**config.mk**
```make
export PLATFORM = sky130hd
export DESIGN_NAME = vram_slot_arbiter_flat
export DESIGN_NICKNAME = d
export VERILOG_FILES = /design/src/rtl/vram_slot_arbiter_if.sv /design/src/rtl/vram_slot_arbiter.sv /design/src/flat_wrapper.sv
export SDC_FILE = /design/constraint.sdc
export NUM_CORES = 1
export LEC_CHECK = 0
export CORE_MARGIN = 2
export CORE_UTILIZATION = 47
export CTS_CLUSTER_SIZE = 24
export DETAILED_ROUTE_END_ITERATION = 6
export PLACE_DENSITY = 0.92
export SETUP_SLACK_MARGIN = 0.1
export SYNTH_ARGS = -nofsm -noshare
export SYNTH_HDL_FRONTEND = slang
export SYNTH_SLANG_ARGS = --single-unit
```
**constraint.sdc**
```tcl
create_clock -name CLK -period 2.5 [get_ports CLK]
set_input_delay 0.25 -clock CLK [delete_from_list [all_inputs] [get_ports CLK]]
set_output_delay 0.25 -clock CLK [all_outputs]
set_load 0.005 [all_outputs]
```
**src/rtl/vram_slot_arbiter_if.sv**
```systemverilog
// rtl/vram_slot_arbiter_if.sv - signal bundle between timing/fetch/CPU side and the VRAM slot arbiter
interface vram_slot_arbiter_if #(
   parameter int AW = 12,
   parameter int DW = 8
);
   logic [8:0]    HPOS;
   logic          HBLK;
   logic          VBLK;
   logic [AW-1:0] VID_ADR;
   logic [DW-1:0] VID_DO;
   logic          VID_VALID;
   logic          CPU_REQ;
   logic          CPU_WE;
   logic [AW-1:0] CPU_ADR;
   logic [DW-1:0] CPU_DI;
   logic [DW-1:0] CPU_DO;
   logic          CPU_ACK;
   logic          CPU_WAIT;
   logic [AW-1:0] MEM_ADR;
   logic          MEM_WE;
   logic [DW-1:0] MEM_DI;
   logic [DW-1:0] MEM_DO;

   modport slave (
      input  HPOS, HBLK, VBLK, VID_ADR, CPU_REQ, CPU_WE, CPU_ADR, CPU_DI, MEM_DO,
      output VID_DO, VID_VALID, CPU_DO, CPU_ACK, CPU_WAIT, MEM_ADR, MEM_WE, MEM_DI
   );

   modport master (
      output HPOS, HBLK, VBLK, VID_ADR, CPU_REQ, CPU_WE, CPU_ADR, CPU_DI, MEM_DO,
      input  VID_DO, VID_VALID, CPU_DO, CPU_ACK, CPU_WAIT, MEM_ADR, MEM_WE, MEM_DI
   );
endinterface

```
**src/rtl/vram_slot_arbiter.sv**
```systemverilog
// rtl/vram_slot_arbiter.sv - time-slot arbiter sharing one sync-read VRAM between tile fetch and CPU
module vram_slot_arbiter #(
   parameter int AW       = 12,
   parameter int DW       = 8,
   parameter int CPU_SLOT = 3
) (
   input  logic               CLK,
   input  logic               RST_N,
   vram_slot_arbiter_if.slave bus
);
   localparam logic [1:0] CPU_PHASE = CPU_SLOT[1:0];

   typedef enum logic [1:0] {S_IDLE, S_PEND, S_ISSUE, S_WAITD} state_t;

   state_t        state_q, state_d;
   logic          vid_slot, free_slot;
   logic          accept, issue;
   logic [AW-1:0] pend_adr;
   logic          pend_we;
   logic [DW-1:0] pend_di;
   logic [AW-1:0] mem_adr_q;
   logic          mem_we_q;
   logic [DW-1:0] mem_di_q;
   logic [1:0]    vtag;
   logic [DW-1:0] vid_do_q;
   logic          vid_valid_q;
   logic [DW-1:0] cpu_do_q;
   logic          cpu_ack_q;
   logic          unused_hpos;

   // Only the low two HPOS bits select the slot phase; the rest is don't-care.
   assign unused_hpos = ^bus.HPOS[8:2];

   // Video owns 3 of 4 pixel clocks during active display; everything else is CPU time.
   assign vid_slot  = ~bus.HBLK & ~bus.VBLK & (bus.HPOS[1:0] != CPU_PHASE);
   assign free_slot = ~vid_slot;

   assign bus.MEM_ADR   = mem_adr_q;
   assign bus.MEM_WE    = mem_we_q;
   assign bus.MEM_DI    = mem_di_q;
   assign bus.VID_DO    = vid_do_q;
   assign bus.VID_VALID = vid_valid_q;
   assign bus.CPU_DO    = cpu_do_q;
   assign bus.CPU_ACK   = cpu_ack_q;
   assign bus.CPU_WAIT  = bus.CPU_REQ & ~cpu_ack_q;

   // CPU access state register.
   always_ff @(posedge CLK or negedge RST_N) begin
      if (!RST_N) state_q <= S_IDLE;
      else        state_q <= state_d;
   end

   // CPU access sequencing; a request still high in the ack cycle is ignored.
   always_comb begin
      state_d = state_q;
      accept  = 1'b0;
      issue   = 1'b0;
      case (state_q)
         S_IDLE: begin
            if (bus.CPU_REQ && !cpu_ack_q) begin
               accept  = 1'b1;
               state_d = S_PEND;
            end
         end
         S_PEND: begin
            if (free_slot) begin
               issue   = 1'b1;
               state_d = S_ISSUE;
            end
         end
         S_ISSUE: state_d = S_WAITD;
         S_WAITD: state_d = S_IDLE;
         default: state_d = S_IDLE;
      endcase
   end

   // Capture the CPU request so the CPU bus may change while we wait for a slot.
   always_ff @(posedge CLK or negedge RST_N) begin
      if (!RST_N) begin
         pend_adr <= '0;
         pend_we  <= 1'b0;
         pend_di  <= '0;
      end else if (accept) begin
         pend_adr <= bus.CPU_ADR;
         pend_we  <= bus.CPU_WE;
         pend_di  <= bus.CPU_DI;
      end
   end

   // RAM port: video slot first, CPU only in a free slot; write strobe lasts one clock.
   always_ff @(posedge CLK or negedge RST_N) begin
      if (!RST_N) begin
         mem_adr_q <= '0;
         mem_we_q  <= 1'b0;
         mem_di_q  <= '0;
      end else if (vid_slot) begin
         mem_adr_q <= bus.VID_ADR;
         mem_we_q  <= 1'b0;
      end else if (issue) begin
         mem_adr_q <= pend_adr;
         mem_we_q  <= pend_we;
         mem_di_q  <= pend_di;
      end else begin
         mem_we_q  <= 1'b0;
      end
   end

   // Video return pipeline: tag follows the read through the RAM's one-clock latency.
   always_ff @(posedge CLK or negedge RST_N) begin
      if (!RST_N) begin
         vtag        <= 2'b00;
         vid_valid_q <= 1'b0;
         vid_do_q    <= '0;
      end else begin
         vtag        <= {vtag[0], vid_slot};
         vid_valid_q <= vtag[1];
         if (vtag[1]) vid_do_q <= bus.MEM_DO;
      end
   end

   // CPU completion: return read data and pulse ACK once; writes leave CPU_DO untouched.
   always_ff @(posedge CLK or negedge RST_N) begin
      if (!RST_N) begin
         cpu_ack_q <= 1'b0;
         cpu_do_q  <= '0;
      end else begin
         cpu_ack_q <= (state_q == S_WAITD);
         if (state_q == S_WAITD && !pend_we) cpu_do_q <= bus.MEM_DO;
      end
   end
endmodule

```
**src/flat_wrapper.sv**
```systemverilog
// flat-port wrapper written by rule: the top's interface ports become plain ports
module vram_slot_arbiter_flat 
#(
   parameter int AW       = 12,
   parameter int DW       = 8,
   parameter int CPU_SLOT = 3
)
  (CLK, RST_N, bus_HPOS, bus_HBLK, bus_VBLK, bus_VID_ADR, bus_CPU_REQ, bus_CPU_WE, bus_CPU_ADR, bus_CPU_DI, bus_MEM_DO, bus_VID_DO, bus_VID_VALID, bus_CPU_DO, bus_CPU_ACK, bus_CPU_WAIT, bus_MEM_ADR, bus_MEM_WE, bus_MEM_DI);
  vram_slot_arbiter_if #(.AW(AW), .DW(DW)) bus_i ();
  input  logic CLK;
  input  logic RST_N;
  input wire logic [$bits(bus_i.HPOS)-1:0] bus_HPOS;
  input wire logic [$bits(bus_i.HBLK)-1:0] bus_HBLK;
  input wire logic [$bits(bus_i.VBLK)-1:0] bus_VBLK;
  input wire logic [$bits(bus_i.VID_ADR)-1:0] bus_VID_ADR;
  input wire logic [$bits(bus_i.CPU_REQ)-1:0] bus_CPU_REQ;
  input wire logic [$bits(bus_i.CPU_WE)-1:0] bus_CPU_WE;
  input wire logic [$bits(bus_i.CPU_ADR)-1:0] bus_CPU_ADR;
  input wire logic [$bits(bus_i.CPU_DI)-1:0] bus_CPU_DI;
  input wire logic [$bits(bus_i.MEM_DO)-1:0] bus_MEM_DO;
  output wire logic [$bits(bus_i.VID_DO)-1:0] bus_VID_DO;
  output wire logic [$bits(bus_i.VID_VALID)-1:0] bus_VID_VALID;
  output wire logic [$bits(bus_i.CPU_DO)-1:0] bus_CPU_DO;
  output wire logic [$bits(bus_i.CPU_ACK)-1:0] bus_CPU_ACK;
  output wire logic [$bits(bus_i.CPU_WAIT)-1:0] bus_CPU_WAIT;
  output wire logic [$bits(bus_i.MEM_ADR)-1:0] bus_MEM_ADR;
  output wire logic [$bits(bus_i.MEM_WE)-1:0] bus_MEM_WE;
  output wire logic [$bits(bus_i.MEM_DI)-1:0] bus_MEM_DI;
  assign bus_i.HPOS = bus_HPOS;
  assign bus_i.HBLK = bus_HBLK;
  assign bus_i.VBLK = bus_VBLK;
  assign bus_i.VID_ADR = bus_VID_ADR;
  assign bus_i.CPU_REQ = bus_CPU_REQ;
  assign bus_i.CPU_WE = bus_CPU_WE;
  assign bus_i.CPU_ADR = bus_CPU_ADR;
  assign bus_i.CPU_DI = bus_CPU_DI;
  assign bus_i.MEM_DO = bus_MEM_DO;
  assign bus_VID_DO = bus_i.VID_DO;
  assign bus_VID_VALID = bus_i.VID_VALID;
  assign bus_CPU_DO = bus_i.CPU_DO;
  assign bus_CPU_ACK = bus_i.CPU_ACK;
  assign bus_CPU_WAIT = bus_i.CPU_WAIT;
  assign bus_MEM_ADR = bus_i.MEM_ADR;
  assign bus_MEM_WE = bus_i.MEM_WE;
  assign bus_MEM_DI = bus_i.MEM_DI;
  vram_slot_arbiter #(.AW(AW), .DW(DW), .CPU_SLOT(CPU_SLOT)) u_core (.CLK(CLK), .RST_N(RST_N), .bus(bus_i));
endmodule
```
# Word level (Yosys, flattened, before mapping)
# Cells that the tools add are included.
# word_totals
regBits,64
in_bits,55
out_inout_bits,40
elab_cells,44
# classes
eq_ne,6
mux,11
bitwise,7
n_reduce_logical,8
# ops
operator,n
12-bit 2-to-1 mux,2
2-bit case mux with 4 select lines,1
1-bit 2-to-1 mux,6
"2-bit == test, second input constant",2
2-bit 2-to-1 mux,2
"2-bit inequality test, second input constant",2
1-bit NOT,4
2-bit AND reduction,2
1-bit AND,3
"2-bit by 1-bit == test with 1-bit output, second input constant",1
1-bit logical AND,2
1-bit logical NOT,2
2-bit logical NOT,1
"2-bit by 1-bit inequality test with 1-bit output, second input constant",1
2-bit nonzero test,1

# Longest topological paths before layout
# logic_depth
depth_word,7
mapped_depth,6
mapped_depth_nobuf,5

# Worst setup path before layout
# OpenSTA, ideal clock, no wires.
# synth_timing
path_kind,reg2reg
startpoint,reg u_core.state_q[1]
endpoint,reg u_core.state_q[1]
setup_ns,0.125
t_arrival_ns,1.310
required_time_ns,2.375
slack_ns,1.065
path_stages_with_launch,6
path_buffers,1
period_less_slack_ns,1.435
cell_sequence,dfrtp_1 inv_1 ha_1 clkbuf_1 a2bb2oi_1 mux2_2
# synth_via
elab_chain_len,3
elab_cells_between_ends,8
cone_classes,eq/ne (5); mux (1); reduce/logical (2)
# synth_rtl
item,line,rtl
from (decl),vram_slot_arbiter.sv:15,"state_t state_q, state_d;"
from (signal assigned),vram_slot_arbiter.sv:50,else state_q <= state_d;
2-bit by 1-bit == test with 1-bit output / 2-bit logical NOT (equally long branches),vram_slot_arbiter.sv:58,case (state_q)
2-bit inequality test (no line) / 2-bit by 1-bit inequality test with 1-bit output (equally long branches),--,
2-bit AND reduction (no line),--,
# Parallel ways exist; a longest one is shown, timed or not.
# A chain may end at the register's enable or synchronous reset.

# Worst setup path in the final report
# layout_timing
startpoint,reg u_core.state_q[1]
endpoint,"reg u_core.mem_di_q[0], in the netlist u_core.bus.MEM_DI[0]"
# layout_via
elab_chain_len,3
# layout_rtl
item,line,rtl
2-bit by 1-bit == test with 1-bit output,vram_slot_arbiter.sv:58,
1-bit 2-to-1 mux,vram_slot_arbiter.sv:58,
2-bit AND reduction (no line),--,
to (signal assigned),vram_slot_arbiter.sv:102,mem_di_q <= pend_di;
to (decl),vram_slot_arbiter.sv:23,logic [DW-1:0] mem_di_q;
# No other way between the ends.

==> key figures <==
Timing
  • Final worst path period need: roughly 1.8 ns
  • Slew HR: approximately half
  • Setup Viol. Count Final: 0
  • Worst slew pin tran: between 0.7 and 0.8 ns
  • Clk_skew: about 0.0055 ns
  • RSZ-0062 raised after global routing: no
  • Final Hold Fails: 0
  • Final period util: 71.5%
  • Pins Over Slew Limit: 0
  • Final setup TNS: 0 ns
  • Fmax: 559 MHz
  • Final worst slack: about 0.71 ns
  • Min Hold Slack: around 0.36 ns

GRT
  • Number of global-route vias before repair: approximately 1800
  • First-pass GRT wire length: 8600 um
  • Pin count of the biggest net entering global routing: 35
  • GRT Util Overall: a little under a fifth
  • Gr ovfl total: 0
  • Initial antenna violation count: 0

Worst setup path
  • Kind of critical path: reg -> reg
  • Crit path DAT: 2.00 ns
  • Worst path cell trace: inv_1 -> ha_1 -> nand2b_1 -> mux2_2
  • R2R cell count: 4
  • Worst setup EP type: flop
  • CP max FO: 9
  • Required time of the critical path: ~2.7 ns
  • Slowest stage cell, crit path: dfrtp_1
  • Type of origin of the critical path: flop
  • Max stage delay on crit path: ~0.42 ns

Final layout
  • Area of the multi-input gates: between 800 and 900 sq um
  • Ant diodes: 0
  • Area delta synth->final: 46.0%
  • Storage cell area: approximately 0.0016 sq mm
  • Final-layout fill cell count: 372
  • Util after Layout: between 70% and 80%
  • Finished Layout Cells: roughly 340
  • Final net count: between 300 and 400
  • Final Cell Area: around 0.0037 sq mm
  • Fraction of layout instances using a drive strength above 1: roughly a quarter

Floorplan
  • FP Rows: 26
  • Die W: 77.5 um
  • Die Y-Extent: about 78 um
  • Core area: between 0.005 and 0.006 sq mm
  • Ports: 95
  • Initial Util: between 40% and 50%
  • Die area: approximately 0.006 sq mm

Synthesis
  • Synthesized area: 0.00254 sq mm
  • Unique masters post-synth: 16
  • Post-synth EDFFs: 0
  • Dominant cell by count in the synthesized netlist: dfrtp_1
  • Share of the synthesized area in the top cell type: a little over three fifths
  • Synth top area cells: dfrtp_1 63%, mux2_2 20%, mux2i_1 5.1%
  • Post-synthesis instance total: around 170
  • Main flop type after synthesis: dfrtp_1
  • Syn_nets: 233
  • Post-synth top cells: 64 x dfrtp_1, 46 x mux2_2, 13 x mux2i_1, 13 x nand2_1, 12 x o21ai_0
  • Cell taking the most area after synthesis: dfrtp_1
  • Register area share after synthesis: 63.0%
  • Ys async rst share: 100%
  • Yosys Warn Count: 0
  • Post-Syn Area per Cell: 14.7 sq um
  • #FFs+latches synth: 64

Clock network
  • Sink Count: 64
  • Num CTS Buffers: 9
  • CTS HTree Levels: 3
  • Clk slew on worst S/H paths: approximately 0.070 ns
  • Max clock buf depth: 2
  • Clk_lat worst skew: about 0.33 ns
  • Root Buffer: clkbuf_8
  • Post-CTS Resized: 0
  • CTS tree: done

Routing
  • Vias/cell: 4.92
  • Initial drt markers: 45
  • Antenna viol nets, final: 0
  • Pre-antenna DRT Iters: 4
  • # DRC: 0
  • Routed WL: between 5000 and 6000 um
  • Total number of vias: approximately 1700
  • Routed WL per cell: between 10 and 15 um

Status
  • Status: complete, no violations

Placement
  • Pre-CTS setup slack: between 0.5 and 0.6 ns
  • Routability Congestion: ~0.73
  • Placed cell area: 0.00349 sq mm
  • Placed cell count: roughly 330
  • IO buf count: a little under 90
  • Dpl hpwl: roughly 3800 um

Power and ir drop
  • LEAKAGE: between 1.5 and 2 nW
  • Pwr Total: 4.21 mW
  • Pwr Density: 1140 mW/mm^2
  • Peak VDD IR: a little under 0.7 mV

Hold path
  • HP Class: reg -> reg
  • Hold depth: 0

Flow run
  • Max Cap Viol: 0
==> layer usage <==
metal  GRT usage [%]  share of wire [%]  vias up
li1                -                  -      784
met2            30.5                 49       77
met1            21.7                 40      821
met5               0                  0        -
met4            7.50                1.1        0
met3            8.49                9.5        6
==> state kept, by name, summed over array words and instances (netlist names) <==
| register | cells |
|---|---|
| u_core.pend_adr | 12 |
| u_core.bus.MEM_DI | 8 |
| u_core.state_q | 2 |
| u_core.bus.VID_VALID | 1 |
| u_core.pend_we | 1 |
| u_core.bus.MEM_WE | 1 |
| u_core.bus.MEM_ADR | 12 |
| u_core.bus.VID_DO | 8 |
| u_core.bus.CPU_DO | 8 |
| u_core.bus.CPU_ACK | 1 |
| u_core.pend_di | 8 |
| u_core.vtag | 2 |
==> cell usage in the layout, fill, tap and decap left out <==
master / count
clkbuf_8: 11
mux2i_1: 13
mux2_2: 46
clkinv_2: 2
buf_2: 1
ha_1: 5
clkdlybuf4s50_1: 86
dfrtp_1: 64
bufinv_16: 1
dlygate4sd3_1: 1
o21ai_0: 12
a211oi_4: 1
buf_4: 4
inv_1: 4
nor2_1: 2
a2bb2oi_1: 1
nand2b_1: 1
clkinvlp_4: 2
buf_12: 1
nand2_1: 13
nor2b_1: 2
==> path summary, 6_finish.rpt <==
| kind | startpoint | end | slack [ns] |
|---|---|---|---|
| worst min register to register | u_core.vtag[0]$_DFF_PN0_ | u_core.vtag[1]$_DFF_PN0_ | 0.36 |
| worst max-delay path | u_core.state_q[1]$_DFFE_PN0P_ | u_core.bus.MEM_DI[0]$_DFFE_PN0P_ | 0.71 |
| min in group asynchronous | RST_N | u_core.bus.CPU_DO[5]$_DFFE_PN0P_ | 0.53 |
| max in group asynchronous | RST_N | u_core.pend_adr[10]$_DFFE_PN0P_ | 1.36 |
| worst min-delay path | u_core.vtag[0]$_DFF_PN0_ | u_core.vtag[1]$_DFF_PN0_ | 0.36 |
| worst max register to register | u_core.state_q[1]$_DFFE_PN0P_ | u_core.bus.MEM_DI[0]$_DFFE_PN0P_ | 0.71 |
==> kinds of logic (layout without fill, tap and decap cells) <==
group | after synthesis | after routing | synth area share [%]
flops | 64 | 64 | 63.0
mux | 59 | 59 | 25.5
simple gates | 18 | 18 | 2.95
compound gates | 14 | 14 | 3.50
buf+inv | 13 | 113 | 2.56
fa+ha+maj | 5 | 5 | 2.46
==> area by class of cell <==
class / count / share of cell area (%)
multi-input cells: 96 / 23.6
repair buffers: 93 / 24.9
clock inverters: 5 / 1.48
well taps: 70 / 2.36
flip-flops and latches: 64 / 43.2
clock buffers: 11 / 4.08
inverters: 4 / 0.405
==> repair_timing <==
| action | 4_1_cts | 5_1_grt |
|---|---|---|
| endpoints found under the hold margin | 28 | 0 |
| setup buffers | 0 | 0 |
| hold buffers | 1 | 0 |
==> report_power, final <==
group	switching, mW	total (mW)	internal (mW)	leakage (nW)
clock network	0.386	0.897	0.511	0.101
registers	0.251	1.75	1.50	0.771
logic	0.530	1.57	1.04	0.713
==> critical path, delay by kind of cell (launching register included) <==
| family | cells | cell delay, ns |
|---|---|---|
| fa+ha+maj | 1 | 0.38 |
| simple gates | 1 | 0.37 |
| mux | 1 | 0.38 |
| flops | 1 | 0.42 |
| buf+inv | 1 | 0.12 |
Note: power is estimated with default switching activity, not from simulation.
